--- src/rtl/fp_pkg.sv ---
// Shared FP definitions: ALU op codes, sequencer state encoding, fflags bit order.
package fp_pkg;

  // FP ALU control codes (same encoding as the FP control unit)
  localparam logic [4:0] OP_ADD      = 5'b00000;
  localparam logic [4:0] OP_SUB      = 5'b00001;
  localparam logic [4:0] OP_MUL      = 5'b00010;
  localparam logic [4:0] OP_DIV      = 5'b00011;
  localparam logic [4:0] OP_SQRT     = 5'b00100;
  localparam logic [4:0] OP_MIN      = 5'b00101;
  localparam logic [4:0] OP_MAX      = 5'b00110;
  localparam logic [4:0] OP_MADD     = 5'b00111;
  localparam logic [4:0] OP_MSUB     = 5'b01000;
  localparam logic [4:0] OP_NMSUB    = 5'b01001;
  localparam logic [4:0] OP_NMADD    = 5'b01010;
  localparam logic [4:0] OP_SGNJ     = 5'b01011;
  localparam logic [4:0] OP_SGNJN    = 5'b01100;
  localparam logic [4:0] OP_SGNJX    = 5'b01101;
  localparam logic [4:0] OP_CVT_W_S  = 5'b01110;
  localparam logic [4:0] OP_CVT_WU_S = 5'b01111;
  localparam logic [4:0] OP_CVT_S_W  = 5'b10000;
  localparam logic [4:0] OP_CVT_S_WU = 5'b10001;
  localparam logic [4:0] OP_MV_X_W   = 5'b10010;
  localparam logic [4:0] OP_MV_W_X   = 5'b10011;
  localparam logic [4:0] OP_CLASS    = 5'b10100;
  localparam logic [4:0] OP_EQ       = 5'b10101;
  localparam logic [4:0] OP_LT       = 5'b10110;
  localparam logic [4:0] OP_LE       = 5'b10111;

  // Sequencer states
  typedef enum logic [1:0] {
    ST_IDLE = 2'd0,
    ST_EXEC = 2'd1,
    ST_DONE = 2'd2
  } seq_state_t;

  // fflags bit positions (fcsr order)
  localparam int unsigned FFLAG_NV = 4;
  localparam int unsigned FFLAG_DZ = 3;
  localparam int unsigned FFLAG_OF = 2;
  localparam int unsigned FFLAG_UF = 1;
  localparam int unsigned FFLAG_NX = 0;

endpackage

--- src/rtl/fp_lat_lookup.sv ---
// Combinational op code -> fixed FP ALU latency in cycles (1..31).
module fp_lat_lookup
  import fp_pkg::*;
#(
  parameter int unsigned LAT_ADD  = 3,
  parameter int unsigned LAT_MUL  = 4,
  parameter int unsigned LAT_FMA  = 5,
  parameter int unsigned LAT_DIV  = 12,
  parameter int unsigned LAT_SQRT = 14
) (
  input  logic [4:0] i_op,
  output logic [4:0] o_lat
);

  // Map each op class to its latency; anything unlisted is single-cycle
  always_comb begin
    o_lat = 5'd1;
    case (i_op)
      OP_ADD, OP_SUB, OP_MIN, OP_MAX,
      OP_CVT_W_S, OP_CVT_WU_S, OP_CVT_S_W, OP_CVT_S_WU: o_lat = 5'(LAT_ADD);
      OP_MUL:                                           o_lat = 5'(LAT_MUL);
      OP_MADD, OP_MSUB, OP_NMSUB, OP_NMADD:             o_lat = 5'(LAT_FMA);
      OP_DIV:                                           o_lat = 5'(LAT_DIV);
      OP_SQRT:                                          o_lat = 5'(LAT_SQRT);
      default:                                          o_lat = 5'd1;
    endcase
  end

endmodule

--- src/rtl/fp_op_sequencer.sv ---
// Issues one FP ALU op at a time, counts out its fixed latency, captures the
// result/fflags and holds them for writeback. Flush kills any in-flight op.
module fp_op_sequencer
  import fp_pkg::*;
#(
  parameter int unsigned LAT_ADD  = 3,
  parameter int unsigned LAT_MUL  = 4,
  parameter int unsigned LAT_FMA  = 5,
  parameter int unsigned LAT_DIV  = 12,
  parameter int unsigned LAT_SQRT = 14
) (
  input  logic        clk,
  input  logic        reset,
  input  logic        issue_valid,
  output logic        issue_ready,
  input  logic [4:0]  issue_op,
  input  logic [4:0]  issue_rd,
  input  logic        issue_to_int,
  input  logic        flush,
  output logic        alu_start,
  output logic [4:0]  alu_op,
  input  logic [31:0] alu_result,
  input  logic [4:0]  alu_fflags,
  output logic        wb_valid,
  input  logic        wb_ready,
  output logic [31:0] wb_data,
  output logic [4:0]  wb_rd,
  output logic        wb_to_int,
  output logic [4:0]  wb_fflags,
  output logic        busy
);

  seq_state_t  r_state;
  logic [4:0]  r_cnt;
  logic [4:0]  r_alu_op;
  logic [31:0] r_wb_data;
  logic [4:0]  r_wb_rd;
  logic        r_wb_to_int;
  logic [4:0]  r_wb_fflags;

  logic [4:0]  w_lat;
  logic        w_fire;
  logic        w_capture;

  fp_lat_lookup #(
    .LAT_ADD  (LAT_ADD),
    .LAT_MUL  (LAT_MUL),
    .LAT_FMA  (LAT_FMA),
    .LAT_DIV  (LAT_DIV),
    .LAT_SQRT (LAT_SQRT)
  ) u_lat (
    .i_op  (issue_op),
    .o_lat (w_lat)
  );

  // Handshake and capture qualifiers; flush masks both the issue and the capture
  always_comb begin
    issue_ready = (r_state == ST_IDLE) && !flush;
    w_fire      = issue_valid && issue_ready && !reset;
    w_capture   = (r_state == ST_EXEC) && (r_cnt == 5'd0) && !flush;
    alu_start   = w_fire;
    // present the new op code in the start cycle, the latched one afterwards
    alu_op      = w_fire ? issue_op : r_alu_op;
    wb_valid    = (r_state == ST_DONE) && !flush;
    busy        = (r_state != ST_IDLE);
    wb_data     = r_wb_data;
    wb_rd       = r_wb_rd;
    wb_to_int   = r_wb_to_int;
    wb_fflags   = r_wb_fflags;
  end

  // FSM and latency counter; counter holds at zero rather than wrapping
  always_ff @(posedge clk) begin
    if (reset || flush) begin
      r_state <= ST_IDLE;
      r_cnt   <= '0;
    end else begin
      case (r_state)
        ST_IDLE: begin
          if (w_fire) begin
            r_state <= ST_EXEC;
            r_cnt   <= w_lat - 5'd1;
          end
        end
        ST_EXEC: begin
          if (r_cnt == 5'd0) begin
            r_state <= ST_DONE;
          end else begin
            r_cnt <= r_cnt - 5'd1;
          end
        end
        ST_DONE: begin
          if (wb_ready) begin
            r_state <= ST_IDLE;
          end
        end
        default: begin
          r_state <= ST_IDLE;
          r_cnt   <= '0;
        end
      endcase
    end
  end

  // Data registers: latched on issue / capture, cleared only by reset
  always_ff @(posedge clk) begin
    if (reset) begin
      r_alu_op    <= '0;
      r_wb_rd     <= '0;
      r_wb_to_int <= 1'b0;
      r_wb_data   <= '0;
      r_wb_fflags <= '0;
    end else begin
      if (w_fire) begin
        r_alu_op    <= issue_op;
        r_wb_rd     <= issue_rd;
        r_wb_to_int <= issue_to_int;
      end
      if (w_capture) begin
        r_wb_data   <= alu_result;
        r_wb_fflags <= alu_fflags;
      end
    end
  end

endmodule
--- config.mk ---
export PLATFORM = sky130hd
export DESIGN_NAME = fp_op_sequencer
export DESIGN_NICKNAME = d
export VERILOG_FILES = /design/src/rtl/fp_pkg.sv /design/src/rtl/fp_lat_lookup.sv /design/src/rtl/fp_op_sequencer.sv
export SDC_FILE = /design/constraint.sdc
export NUM_CORES = 1
export LEC_CHECK = 0
export ABC_AREA = 1
export BUFFER_PORTS_ARGS = -buffer_cell sky130_fd_sc_hd__buf_4
export CAP_MARGIN = 5
export CORE_ASPECT_RATIO = 0.6
export CORE_MARGIN = 8
export CORE_UTILIZATION = 45
export CTS_CLUSTER_DIAMETER = 100
export DETAILED_ROUTE_END_ITERATION = 7
export PLACE_DENSITY = 0.77
export SLEW_MARGIN = 15
export SYNTH_ARGS = -nofsm -noshare
export SYNTH_HDL_FRONTEND = slang
export SYNTH_SLANG_ARGS = --single-unit
--- constraint.sdc ---
create_clock -name clk -period 2.3 [get_ports clk]
set_clock_uncertainty 0.15 [all_clocks]
set_input_delay 0.115 -clock clk [delete_from_list [all_inputs] [get_ports clk]]
set_output_delay 0.115 -clock clk [all_outputs]
set_load 0.02 [all_outputs]
# Word level (Yosys, flattened, before mapping)
# Memories as Yosys holds them, arrays and structs flattened.
# Cells that the tools add are included.
# op_classes
addsub	2
multipliers	0
div_mod_pow	0
magnitude_cmp	0
eq_ne	6
shifts	0
n_mux	8
bitwise	1
reduce_logical	14
# op_table
cell	count
$mux 5	3
$pmux 5 s3	1
$sub 5x1->5 const B	2
$logic_and 1x1->1	6
$mux 2	3
$ne 2x2->1 const B	3
$pmux 2 s3	1
$reduce_and 3->1	2
$logic_not 5->1	1
$eq 2x1->1 const B	1
$eq 2x2->1 const B	1
$logic_not 1->1	2
$logic_not 2->1	1
$ne 2x1->1 const B	1
$reduce_bool 2->1	1
$logic_or 1x1->1	1
$not 1->1	1
# totals
regBits	55
latch_bits	0
mem_bits_rw	0
romBits	128
inputBits	53
wordCells	39
memories	1
# memory_table
memory	words	word_bits	read_ports	rd_ports_with_merged_regs	write_ports	line_no	text
(no name shown)	32	4	1	0	0	fp_lat_lookup.sv:18	case (i_op)

# Logic depth before layout (Yosys ltp)
# depth
word_depth	6
ltp_mapped	11

# Hierarchy
# From an unflattened synthesis, not the netlist that was laid out.
# unflattened
hier_cells	330
area_unflattened_um2	2722.6
# by_module_without_submodules
mod	instances	cells_each	area_per_inst_um2
fp_op_sequencer	1	305	2591.2
fp_lat_lookup	1	25	131.4

# Worst setup path before layout
# Ideal clock, no wire load.
# synth_timing
path_kind	flip-flop to output port
startpoint	register r_state[1]
endpoint	output alu_op[0]
arrival_ns	1.453
path_slack_ns	0.582
path_stages_with_launch	7
path_buffers	2
path_cell_list	dfxtp_1 -> nor2_2 -> nand3_4 -> inv_1 -> buf_2 -> buf_2 -> a21oi_1
# synth_via
elab_chain_len	5
# synth_rtl
item	line_no	text
start, declared	fp_op_sequencer.sv:33	seq_state_t r_state;
start signal, assigned	fp_op_sequencer.sv:75	r_state <= ST_IDLE;
start signal, assigned	fp_op_sequencer.sv:81	r_state <= ST_EXEC;
start signal, assigned	fp_op_sequencer.sv:87	r_state <= ST_DONE;
$logic_not 2->1	fp_op_sequencer.sv:58	issue_ready = (r_state == ST_IDLE) && !flush;
$logic_and 1x1->1	fp_op_sequencer.sv:58	
$logic_and 1x1->1 (2 in series)	fp_op_sequencer.sv:59	w_fire = issue_valid && issue_ready && !reset;
net alu_start	fp_op_sequencer.sv:20	output logic alu_start,
$mux 5	-	
end, declared	fp_op_sequencer.sv:21	output logic [4:0] alu_op,
# The timed path passes the listed nets, and every way through them passes these cells.

# Worst setup path in the final report
# layout_timing
startpoint	register r_state[1]
endpoint	output alu_op[1]
# layout_via
elab_chain_len	5
# layout_rtl
item	line_no
$logic_not 2->1	fp_op_sequencer.sv:58
$logic_and 1x1->1	fp_op_sequencer.sv:58
$logic_and 1x1->1 (2 in series)	fp_op_sequencer.sv:59
$mux 5	-
# No other way between the ends.

==> flow_metrics.env <==
export IMPL_critPathArrivalTime_ns=1.80
export IMPL_synthesis_area_um2=2300
export IMPL_r2r_end="wb_data[7]"
export IMPL_ctsLongestPathBuffers=2
export IMPL_grt_pass1_vias=2247
export IMPL_vias=2488
export IMPL_path_clk_slew_ns=0.10
export IMPL_p_comb_share_pct=15.9
export IMPL_holdWs_ns=0.0574
export IMPL_num_io_pins=105
export IMPL_core_um2=4980
export IMPL_hold_depth=3
export IMPL_pwr_density_cell_nw_per_um2=528
export IMPL_netlist_top_cells_area="dfxtp_1, nand2_1, a21oi_1"
export IMPL_synth_xor_xnor_area_share_pct=0.381
export IMPL_drv_slew=0
export IMPL_max_slew_margin_pct=59.4
export IMPL_htree_levels=2
export IMPL_vias_per_cell=4.73
export IMPL_grt_max_degree=49
export IMPL_irDropWorstVdd_mv=0.239
export IMPL_die_w_um=108
export IMPL_period_share_pct=89.6
export IMPL_seqPwrFrac_pct=50.1
export IMPL_rr_worst_depth=7
export IMPL_sw_frac_of_total_pct=24.9
export IMPL_worst_slew_pin_slew_ns=0.607
export IMPL_io_buffers=104
export IMPL_path_max_fanout=16
export IMPL_synth_adder_area_share_pct=1.63
export IMPL_synth_simple_area_share_pct=28.1
export IMPL_synthCells=312
export IMPL_seq_area_frac_synth_pct=47.9
export IMPL_synth_area_per_cell_um2=7.37
export IMPL_finalCriticalPeriod_ns=2.06
export IMPL_synth_cell_types=24
export IMPL_grt_pass1_wl_um=11200
export IMPL_power_internal_uw=1460
export IMPL_drive_gt1_share_pct=28.9
export IMPL_drt_iter0_drc=159
export IMPL_die_y_um=71.4
export IMPL_cts_buffers=5
export IMPL_gp_congestion=0.852
export IMPL_layout_common_cells="nand2_1, buf_4, a21oi_1"
export IMPL_synth_compound_area_share_pct=14.2
export IMPL_cp_required_ns=2.04
export IMPL_antenna_found_initial=0
export IMPL_cts_tree="yes"
export IMPL_finalHoldViolations=0
export IMPL_cp_start_kind="flop"
export IMPL_worstReg2RegStart="r_state[0]"
export IMPL_maxCapViolCount=0
export IMPL_post_drt_wl_per_cell_um=13.7
export IMPL_dr_pass1_iters=4
export IMPL_insertion_delay_ns=0.31
export IMPL_drc=0
export IMPL_hold_path_class="input port to flop"
export IMPL_synth_top_family_by_area="simple AND/OR/NAND/NOR gates"
export IMPL_track_usage_pct=17.8
export IMPL_n_antenna_cell=0
export IMPL_crit_type="flop to output port"
export IMPL_min_from="issue_op[1]"
export IMPL_synthMuxAreaShare_pct=0
export IMPL_r2r_slack_ns=0.54
export IMPL_gr_total_overflow=0
export IMPL_power_leakage_uw=0.00161
export IMPL_cts_root_buf="clkbuf_8"
export IMPL_synth_nets=368
export IMPL_yosysTopAreaCell="dfxtp_1"
export IMPL_syn2layout_area_growth_pct=60.4
export IMPL_rows=20
export IMPL_clockPowerShare_pct=34.0
export IMPL_worstSetupEndpointType="output port"
export IMPL_clock_sinks=55
export IMPL_wirelength_um=7190
export IMPL_holdPathEnd="r_alu_op[1]"
export IMPL_p_sw_uw=484
export IMPL_status="completed"
export IMPL_rsz0062_at_grt="no"
export IMPL_fin_nets=515
export IMPL_yosysWarningCount=0
export IMPL_mostFrequentLayoutCell="nand2_1"
export IMPL_finalSetupViolCount=0
export IMPL_synth_top_area_share_pct=47.9
export IMPL_dp_hpwl_um=4750
export IMPL_tns_ns=0
export IMPL_die_area_um2=7730
export IMPL_start_util_pct=46.2
export IMPL_ys_ff_latch=55
export IMPL_final_antenna_net_count=0
export IMPL_clock_fmax_ghz=0.485
## state kept, by name (all words and copies together), names as in the netlist
register	flops
wb_rd	5
wb_fflags	5
r_alu_op	5
wb_to_int	1
r_state	2
wb_data	32
r_cnt	5
## cell families (layout without fill, tap and decap cells)
family | Yosys count | after routing
simple gates | 152 | 152
compound gates | 62 | 62
flops | 55 | 55
buf+inv | 39 | 187
fa+ha+maj | 3 | 3
xor+xnor | 1 | 1
## synth_stat cells (all sizes together)
cell,count
nand2,115
inv,25
a211oi,5
nor3,2
nand3b,1
a21oi,56
nand4,5
nor2,17
ha,3
buf,9
or2,5
o21ai,1
dfxtp,55
nand3,7
xnor2,1
clkbuf,5
## routing by layer
| metal | vias up | part of all wire, % | track usage, % |
|---|---|---|---|
| met5 | - | 0 | 0 |
| met4 | 0 | 1.2 | 4.98 |
| met3 | 10 | 7.2 | 5.28 |
| met2 | 77 | 46 | 28.3 |
| met1 | 1117 | 46 | 22.7 |
| li1 | 1284 | - | - |
## cell type report
cell class / count / area, um2
Tap cell: 66 / 82.6
Timing Repair Buffer: 154 / 1270
Fill cell: 375 / 1290
Clock inverter: 3 / 46.3
Inverter: 25 / 97.6
Sequential cell: 55 / 1100
Multi-Input combinational cell: 218 / 1020
Clock buffer: 5 / 68.8
## worst max-delay path: stages (launching register included)
cell        delay, ns
dfxtp_2          0.43
nor2_2           0.08
nand3_4          0.12
clkinvlp_4       0.24
or2_2            0.33
inv_1            0.07
a21oi_1          0.04
buf_4            0.16
## power by group through the flow
stage | sequential, uW | combinational, uW | clock [uW]
finish | 975 | 310 | 661
global placement | 996 | 239 | 0
global route | 977 | 335 | 722
CTS | 975 | 305 | 676
floorplan | 1010 | 107 | 0
detailed placement | 997 | 241 | 0
## worst max-delay path by stage
stage	startpoint	endpoint	cells after the start
2_1_floorplan	r_state[1]	alu_op[0]	6
3_3_place_gp	r_state[1]	alu_op[2]	7
3_5_place_dp	r_state[1]	alu_op[0]	7
4_1_cts	r_state[1]	alu_op[0]	7
5_1_grt	r_state[1]	alu_op[0]	7
6_report	r_state[1]	alu_op[1]	7
## timing repair
item	in CTS	in global routing
gates resized for setup	0	2
hold buffers	46	0
endpoints found under the setup margin	0	5
setup buffers	0	0
endpoints found under the hold margin	46	0
## metrics by stage
step	util [%]	area [um2]	cells	setup WS (ns)	power (uW)
2_1_floorplan	-	2300	312	0.582	1110
3_3_place_gp	62.4	3110	472	0.563	1230
3_5_place_dp	62.4	3110	472	0.511	1240
4_1_cts	73.9	3680	526	0.146	1960
5_1_grt	74.0	3690	526	0.0537	2030
6_report	74.0	3690	526	0.240	1950
Power figures use the tool's default switching activity.
